**src/rtl/axi_read_master.sv**
```systemverilog
// axi_read_master: upstream read stage of a bridge port. It turns one CPU read
// request into a single AXI4 read transaction (AR, then R beats), returns each
// beat to the CPU and stalls the CPU until the final beat has been returned.
//
// Ports:
//   clk, rst                 clock, synchronous active-high reset
//   req, req_addr            CPU read request and byte address
//   stall                    CPU hold (combinational from req and state)
//   rdata, rdata_valid       returned beat, one-cycle pulse per beat
//   rd_last, rd_err          final-beat pulse and its error status
//   AR*                      AXI read address channel (master side)
//   R*, RREADY               AXI read data channel (master side)
module axi_read_master #(
  parameter logic [3:0]  ID          = 4'b0000,
  parameter int unsigned ADDR_BITS   = 32,
  parameter int unsigned DATA_BITS   = 32,
  parameter int unsigned BURST_BEATS = 1
) (
  input  logic                 clk,
  input  logic                 rst,
  input  logic                 req,
  input  logic [ADDR_BITS-1:0] req_addr,
  output logic                 stall,
  output logic [DATA_BITS-1:0] rdata,
  output logic                 rdata_valid,
  output logic                 rd_last,
  output logic                 rd_err,
  output logic [3:0]           ARID,
  output logic [ADDR_BITS-1:0] ARADDR,
  output logic [3:0]           ARLEN,
  output logic [2:0]           ARSIZE,
  output logic [1:0]           ARBURST,
  output logic                 ARVALID,
  input  logic                 ARREADY,
  input  logic [3:0]           RID,
  input  logic [DATA_BITS-1:0] RDATA,
  input  logic [1:0]           RRESP,
  input  logic                 RLAST,
  input  logic                 RVALID,
  output logic                 RREADY
);

  // Wide enough to hold a count of 16 beats.
  localparam int unsigned CNT_W = 5;

  typedef enum logic [1:0] {
    IDLE = 2'd0,
    ADDR = 2'd1,
    DATA = 2'd2
  } state_t;

  state_t           state;
  state_t           state_next;
  logic [CNT_W-1:0] beat_cnt;
  logic             err_flag;
  logic             arvalid_next;
  logic             rready_next;

  logic launch_c;
  logic beat_c;
  logic count_done_c;
  logic final_c;
  logic beat_err_c;
  logic unused_c;

  assign ARID    = ID;
  assign ARLEN   = 4'(BURST_BEATS - 1);
  assign ARSIZE  = 3'b010;
  assign ARBURST = 2'b01;

  // The rd_last cycle belongs to the finished access, so it cannot launch.
  assign launch_c     = (state == IDLE) & req & ~rd_last;
  // Foreign-ID beats are handshaken but ignored here.
  assign beat_c       = (state == DATA) & RVALID & RREADY & (RID == ID);
  assign count_done_c = (beat_cnt + CNT_W'(1)) == CNT_W'(BURST_BEATS);
  assign final_c      = beat_c & (RLAST | count_done_c);
  // Bad response, or RLAST disagreeing with the beat count.
  assign beat_err_c   = (RRESP != 2'b00) | (RLAST != count_done_c);

  assign stall = (req | (state != IDLE)) & ~rd_last;

  // Byte offset bits are dropped by word alignment.
  assign unused_c = ^req_addr[1:0];

  // State register.
  always_ff @(posedge clk) begin
    if (rst) begin
      state <= IDLE;
    end else begin
      state <= state_next;
    end
  end

  // Next-state logic.
  always_comb begin
    state_next = state;
    case (state)
      IDLE: if (launch_c) state_next = ADDR;
      ADDR: if (ARVALID && ARREADY) state_next = DATA;
      DATA: if (final_c) state_next = IDLE;
      default: state_next = IDLE;
    endcase
  end

  // Output decode; the AXI valid/ready flags are registered from it.
  always_comb begin
    arvalid_next = 1'b0;
    rready_next  = 1'b0;
    case (state_next)
      ADDR:    arvalid_next = 1'b1;
      DATA:    rready_next  = 1'b1;
      default: ;
    endcase
  end

  // Registered outputs, beat counter and error flag.
  always_ff @(posedge clk) begin
    if (rst) begin
      ARVALID     <= 1'b0;
      RREADY      <= 1'b0;
      ARADDR      <= '0;
      rdata       <= '0;
      rdata_valid <= 1'b0;
      rd_last     <= 1'b0;
      rd_err      <= 1'b0;
      beat_cnt    <= '0;
      err_flag    <= 1'b0;
    end else begin
      ARVALID     <= arvalid_next;
      RREADY      <= rready_next;
      rdata_valid <= beat_c;
      rd_last     <= final_c;
      rd_err      <= final_c & (err_flag | beat_err_c);
      if (launch_c) begin
        ARADDR   <= {req_addr[ADDR_BITS-1:2], 2'b00};
        beat_cnt <= '0;
        err_flag <= 1'b0;
      end else if (beat_c) begin
        rdata    <= RDATA;
        beat_cnt <= beat_cnt + CNT_W'(1);
        if (beat_err_c) err_flag <= 1'b1;
      end
    end
  end

endmodule

```
**config.mk**
```make
export PLATFORM = sky130hd
export DESIGN_NAME = axi_read_master
export DESIGN_NICKNAME = d
export VERILOG_FILES = /design/src/rtl/axi_read_master.sv
export SDC_FILE = /design/constraint.sdc
export NUM_CORES = 1
export LEC_CHECK = 0
export CORE_UTILIZATION = 46
export CTS_BUF_LIST = sky130_fd_sc_hd__clkbuf_2 sky130_fd_sc_hd__clkbuf_4 sky130_fd_sc_hd__clkbuf_8
export DETAILED_ROUTE_END_ITERATION = 16
export DONT_BUFFER_PORTS = 1
export GPL_ROUTABILITY_DRIVEN = 0
export PLACE_DENSITY = 0.71
export SETUP_SLACK_MARGIN = 0.3
export SYNTH_ARGS = -nofsm -noshare
export SYNTH_HDL_FRONTEND = slang
export SYNTH_SLANG_ARGS = --single-unit
```
**constraint.sdc**
```tcl
create_clock -name clk -period 3.9 [get_ports clk]
set_clock_uncertainty 0.05 [all_clocks]
set_input_delay 0.39 -clock clk [delete_from_list [all_inputs] [get_ports clk]]
set_output_delay 0.39 -clock clk [all_outputs]
set_load 0.03 [all_outputs]
```
# Word-level counts from Yosys, hierarchy flattened
# Index checks and enable logic that the tools add are counted.
# classes
bitwise_logic	14
n_reduce_logical	8
mux	6
n_eq_ne	6
addsub	1
# op_table
operator	count
1-bit AND	8
2-bit 2-to-1 mux	3
2-bit one-hot mux with 3 select lines	1
5-bit by 1-bit adder with 5-bit output, second input constant	1
5-bit by 1-bit == test with 1-bit output, second input constant	1
2-bit by 1-bit == test with 1-bit output, second input constant	2
2-bit == test, second input constant	2
4-bit zero test	1
1-bit OR	4
2-bit AND reduction	2
2-bit nonzero test	2
2-bit zero test	1
1-bit 2-to-1 mux	2
1-bit NOT	2
2-bit OR reduction	1
1-bit logical AND	1
1-bit inequality test	1
# word_totals
ff_bits	75
out_inout_bits	83

# Longest topological paths before layout
# Gate-level depths: netlist of run 1.
# depth
ltp_word	9
mapped_depth	8
mapped_depth_nobuf	8

# Least setup slack after synthesis of run 1
# No wires, ideal clock.
# synth_timing
path_type	reg2reg
startpoint	reg RREADY
endpoint	reg beat_cnt[4]
period_less_slack_ns	1.963
arrival_time_ns	1.827
path_stages_with_launch	5
path_slack_ns	1.937
path_cell_list	dfxtp_1 or4bb_1 buf_2 or4_1 a211oi_1
# synth_via
elab_chain_cells	2
# synth_lines
item	line	rtl
from (decl)	40	output logic RREADY
from (signal assigned)	130	RREADY <= rready_next;
1-bit AND (2 in a row)	74	assign beat_c = (state == DATA) & RVALID & RREADY & (RID == ID);
to (signal assigned)	140	beat_cnt <= beat_cnt + CNT_W'(1);
to (decl)	54	logic [CNT_W-1:0] beat_cnt;
# Every way passes these cells.
# A chain may end at the register's enable or synchronous reset.

# Worst setup path after layout of run 1
# Same ends and word-level chain as after synthesis.

==> results of run 1 <==
==> worst max-delay path: stages, from the launching register on <==
cell and delay (ns):
dfxtp_1 0.53, or4bb_1 0.42, buf_4 0.25, or4_1 0.52, a211oi_1 0.22
==> cell families (layout without fill, tap and decap cells) <==
group	after synthesis	after routing	share of synthesized area [%]
flops	75	75	50.31
fa+ha+maj	3	3	1.258
compound gates	110	110	19.20
buf+inv	49	24	8.386
other cells	2	15	0.2517
mux	1	1	0.3354
simple gates	125	125	20.25
==> final timing paths <==
check	endpoint	slack, ns	cells past startpoint
max	beat_cnt[4]	1.81	4
min	ARADDR[25]	0.06	1
max reg2reg	beat_cnt[4]	1.81	4
min reg2reg	err_flag	0.47	2
==> through the flow <==
step | util, % | hold slack, ns | instances
CTS | 52.18 | 0.04479 | 428
detailed placement | 48.46 | 0.4174 | 412
finish | 52.18 | 0.05609 | 428
floorplan | - | 0.4168 | 378
global route | 52.18 | 0.04025 | 428
global placement | 48.46 | 0.4160 | 412
==> flip-flops by register name, indices dropped and copies added (netlist names) <==
| name | count |
|---|---|
| ARADDR | 30 |
| rd_err | 1 |
| state | 2 |
| rdata | 32 |
| rd_last | 1 |
| err_flag | 1 |
| beat_cnt | 5 |
| RREADY | 1 |
| ARVALID | 1 |
| rdata_valid | 1 |
==> routing by layer <==
layer	GRT usage [%]	up-vias
met2	30.99	98
met4	12.59	0
met3	5.604	12
met5	0	-
li1	-	1195
met1	22.11	1154
==> synth_stat cells (all sizes together) <==
cell type  count
nor4           4
a211o          1
nor4b          2
mux2i          1
o31ai          2
o21ai         35
or4b           2
a21oi         67
o41ai          1
or3            1
nor4bb         1
ha             3
nand4          1
or4bb          1
conb           2
and2b          1
or4            2
buf           18
clkbuf        27
nor2b          1
nand3         40
dfxtp         75
inv            4
nor2           4
a211oi         4
nor3           3
nand2         62
==> power by group through the flow <==
stage	clock network (mW)	registers, mW	logic [mW]
CTS	0.689	0.849	0.0819
global route	0.716	0.852	0.0923
global placement	0	0.866	0.0794
detailed placement	0	0.867	0.0817
finish	0.676	0.848	0.0812
floorplan	0	0.861	0.0921
==> layout make-up <==
class	count	share of cell area, %
Clock buffer	12	4.799
Clock inverter	4	2.321
Inverter	4	0.4721
Multi-Input combinational cell	254	41.31
Sequential cell	75	47.21
Tap cell	75	2.950
Timing Repair Buffer	4	0.9441
==> reports/qor.yml, run 1 <==
setup_path:
  worstPathRequired_ns: 4.10
  arrival_ns: 2.30
  worst_r2r_startpoint: "RREADY"
  crit_type: "reg -> reg"
  startpoint_type: "register"
  critPathLaunch: "RREADY"
  critPathCaptureType: "register"
  critical_path.max_fanout: 40
cts:
  tritoncts: "yes"
  ctsResizeCount: 0
  cts_sinks: 75
  cts_hold_buffers: 0
  clkLatencyLatePin_ns: 0.34
  cts.root.buffer_cell: "clkbuf_8"
  htree_levels: 3
  cts_setup_buffers: 0
  cts_buffers: 9
  clkSlewWorstSetupHoldPaths_ns: 0.08
  cts_max_path_buffers: 2
drt:
  routed-wl-met2_um: 3453
  vias: 2459
  dr.pass1.iters: 4
  met3_length_um: 459
  routed_via_density: 5.745
  drt-met1-wl_um: 2666
  detail-route-antenna-nets: 0
  drt_iter0_drc: 136
  post-route-drc-count: 0
  wl_per_cell_um: 15.76
  wl_um: 6745
  highest_layer: "met4"
power_and_ir_drop:
  pwr-share-seq_pct: 52.9
  p_sw_uw: 401.1
  swShare_pct: 24.99
  pwr-share-comb_pct: 5.1
  internal_power_mw: 1.204
  p_per_area_nw_per_um2: 504.7
  leakage_nw: 1.108
  ir_worst_vdd_v: 0.0003547
  clkPwrFrac_pct: 42.1
  p_total_mw: 1.605
synthesis:
  synth.area.top_cells: "dfxtp_1 50%, a21oi_1 11%, nand2_1 7.8%"
  yosysWarnings: 0
  synth_area_sq_um: 2984
  synth-seq-area-share_pct: 50.31
  synth_top_cell_area_share_pct: 50.31
  synthCells: 365
  syn_avg_cell_area_sq_um: 8.176
  yosys.cell_types.count: 30
  synth_area_leader_cell: "dfxtp_1"
  ys_ff_latch: 75
floorplanning:
  core_area_sq_um: 6096
  core.rowCount: 28
  die_w_um: 82.55
  fp.dieArea_sq_um: 6814
  die_h_um: 82.55
  io_pins: 159
  initial_utilization_pct: 48.95
finish:
  final_area_sq_um: 3181
  n_antenna_cell: 0
  layout-drive-gt1-share_pct: 7.082
  nFillCells: 594
  final_cell_mix: "75 x dfxtp_1, 67 x a21oi_1, 62 x nand2_1"
  multi_input_area_sq_um: 1314
  regArea_sq_um: 1501
  area_growth_pct: 6.583
  nets: 427
  mostFrequentLayoutCell: "dfxtp_1"
grt:
  grt_overflow: 0
  antenna_found_initial: 0
  first_global_vias: 2097
  grt_pass1_wl_um: 9798
  grt_max_degree: 76
  track_usage_pct: 19.21
timing:
  setup_ws_ns: 1.808
  timing.setup.tns_ns: 0
  relSlewSlack_pct: 47.64
  setup-violations-final: 0
  hold_viol: 0
  rsz0062_at_grt: "false"
  max_clock_freq_mhz: 477.9
  worstMarginPinSlew_ns: 0.7822
  fin_crit_ns: 2.092
  slew_violations: 0
  period_share_pct: 53.65
placed_design:
  place_ws_ns: 1.789
  post_dp_cell_area_sq_um: 2954
  io_buffers: 0
  post-dp-hpwl_um: 4346
hold_path:
  worst_hold_path_type: "in -> reg"
  min_from: "rst"
outcome:
  status: "completed"
flow_run:
  cap_violations: 0
Note: power is estimated with default switching activity, not from simulation.
==> run 2: changes to the inputs <==
==> constraint.sdc (replaced) <==
create_clock -name clk -period 1.95 [get_ports clk]
set_clock_uncertainty 0.05 [all_clocks]
set_input_delay 0.195 -clock clk [delete_from_list [all_inputs] [get_ports clk]]
set_output_delay 0.195 -clock clk [all_outputs]
set_load 0.03 [all_outputs]
==> run 2 against run 1 <==
Combinational power increased by 140%. Largest cell class unchanged. Sequential share of layout area decreased by 3.0 points. Register-to-register slack got worse by 1.6 ns. Non-clock buffer count increased by 16. The flow now finishes with violations (hold timing). Design area increased by 8.3%. Wire length increased by 4.4%.
==> reports/qor.yml, run 2 (synthesized netlist as in run 1, its figures left out) <==
floorplanning:
  die_h_um: 82.55
  core.rowCount: 28
  die_w_um: 82.55
  initial_utilization_pct: 48.95
  io_pins: 159
  core_area_sq_um: 6096
  fp.dieArea_sq_um: 6814
drt:
  post-route-drc-count: 0
  routed_via_density: 5.740
  detail-route-antenna-nets: 0
  routed-wl-met2_um: 3624
  drt_iter0_drc: 138
  wl_um: 7039
  met3_length_um: 480
  wl_per_cell_um: 15.89
  vias: 2543
  highest_layer: "met4"
  drt-met1-wl_um: 2763
  dr.pass1.iters: 4
timing:
  period_share_pct: 89.25
  timing.hold.ws_ns: -0.1264
  setup-violations-final: 0
  max_clock_freq_mhz: 574.6
  worstMarginPinSlew_ns: 0.5898
  fin_crit_ns: 1.740
  relSlewSlack_pct: 60.54
  slew_violations: 0
  rsz0062_at_grt: "true"
  setup_ws_ns: 0.2096
  timing.setup.tns_ns: 0
  hold_viol: 72
outcome:
  violations: "hold timing"
  status: "complete, but fails checks"
setup_path:
  timing.reg2reg.setup_slack_ns: 0.21
  crit_chain: "or4b_4, or4_4, a211oi_2"
  max_stage_delay_ns: 0.55
  worstPathRequired_ns: 2.16
  endpoint: "beat_cnt[4]"
  worst_r2r_startpoint: "state[0]"
  slowest_stage: "or4b_4"
  r2r_end: "beat_cnt[4]"
  critPathCaptureType: "register"
  reg2reg_depth: 3
  crit_type: "reg -> reg"
  critical_path.max_fanout: 4
  startpoint_type: "register"
  arrival_ns: 1.95
  critPathLaunch: "state[0]"
finish:
  mostFrequentLayoutCell: "dfxtp_1"
  layout-drive-gt1-share_pct: 16.85
  n_antenna_cell: 0
  nets: 443
  nFillCells: 561
  reg_top3: "rdata x32, ARADDR x30, beat_cnt x5"
  area_growth_pct: 15.39
  final_cell_mix: "68 x dfxtp_1, 65 x a21oi_1, 62 x nand2_1"
  largest_reg_flops: 32
  regMostFlops: "rdata"
hold_path:
  worst_hold_path_type: "in -> reg"
  min_from: "rst"
  min_path_cells: 1
cts:
  cts.root.buffer_cell: "clkbuf_8"
  cts_hold_buffers: 2
  cts_buffers: 9
  cts_sinks: 75
  cts_max_path_buffers: 2
  clkLatencyLatePin_ns: 0.33
  htree_levels: 3
  clkSlewWorstSetupHoldPaths_ns: 0.07
  tritoncts: "yes"
power_and_ir_drop:
  p_per_area_nw_per_um2: 914.6
  p_sw_uw: 787.6
  internal_power_mw: 2.362
  pwr-share-seq_pct: 53.6
  swShare_pct: 25.01
  clkPwrFrac_pct: 40.3
  pwr-share-comb_pct: 6.1
  ir_worst_vdd_v: 0.0006216
  leakage_nw: 1.199
grt:
  antenna_found_initial: 0
  grt_overflow: 0
  grt_max_degree: 76
  grt_pass1_wl_um: 10520
  track_usage_pct: 20.44
  first_global_vias: 2206
flow_run:
  cap_violations: 0
placed_design:
  io_buffers: 0
  place_ws_ns: 0.1240
  post-dp-hpwl_um: 4559
## run 2: metrics by stage
step	instances	utilization, %	power [mW]	cell area (sq um)
after floorplan	378	-	1.908	3054
after global placement	418	49.59	1.896	3023
after detailed placement	418	49.59	1.903	3023
after CTS	442	55.42	3.179	3378
after global routing	443	56.49	3.285	3443
final	443	56.49	3.149	3443
## run 2: cell type report
type / count / area (sq um) / area share, %
Inverter: 4 / 15.01 / 0.4360
Clock buffer: 10 / 131.4 / 3.815
Clock inverter: 5 / 78.83 / 2.289
Timing Repair Buffer: 20 / 178.9 / 5.196
Tap cell: 75 / 93.84 / 2.725
Sequential cell: 75 / 1523 / 44.22
Multi-Input combinational cell: 254 / 1423 / 41.32
## run 2: worst min-delay path by stage
stage                  to  slack (ns)
2_1_floorplan     rd_last        0.21
3_3_place_gp     state[1]        0.22
3_5_place_dp      rd_last        0.22
4_1_cts          rdata[1]       -0.15
5_1_grt          state[1]       -0.15
6_report       ARADDR[23]       -0.13
## run 2: metal layers
layer  track usage (%)  up-vias
li1                  -     1228
met1             23.96     1207
met2             33.64       93
met3             6.044       15
met4             10.69        0
met5                 0        -
## run 2: critical path, delay by kind of cell (launching register included)
| kind | cells | cell delay, ns |
|---|---|---|
| compound gates | 1 | 0.18 |
| simple gates | 2 | 1.08 |
| flops | 1 | 0.36 |
## run 2: timing repair
item	CTS	global route
hold endpoints to repair	75	73
pin swaps	4	4
resized for setup	19	15
endpoints found under the setup margin	6	35
buffers inserted	7	1
## run 2: power groups by stage
stage	clock [mW]	sequential (mW)	combinational (mW)
after floorplan	0	1.72	0.186
after global placement	0	1.73	0.165
after detailed placement	0	1.73	0.170
after CTS	1.30	1.69	0.186
after global routing	1.37	1.70	0.214
final	1.27	1.69	0.191
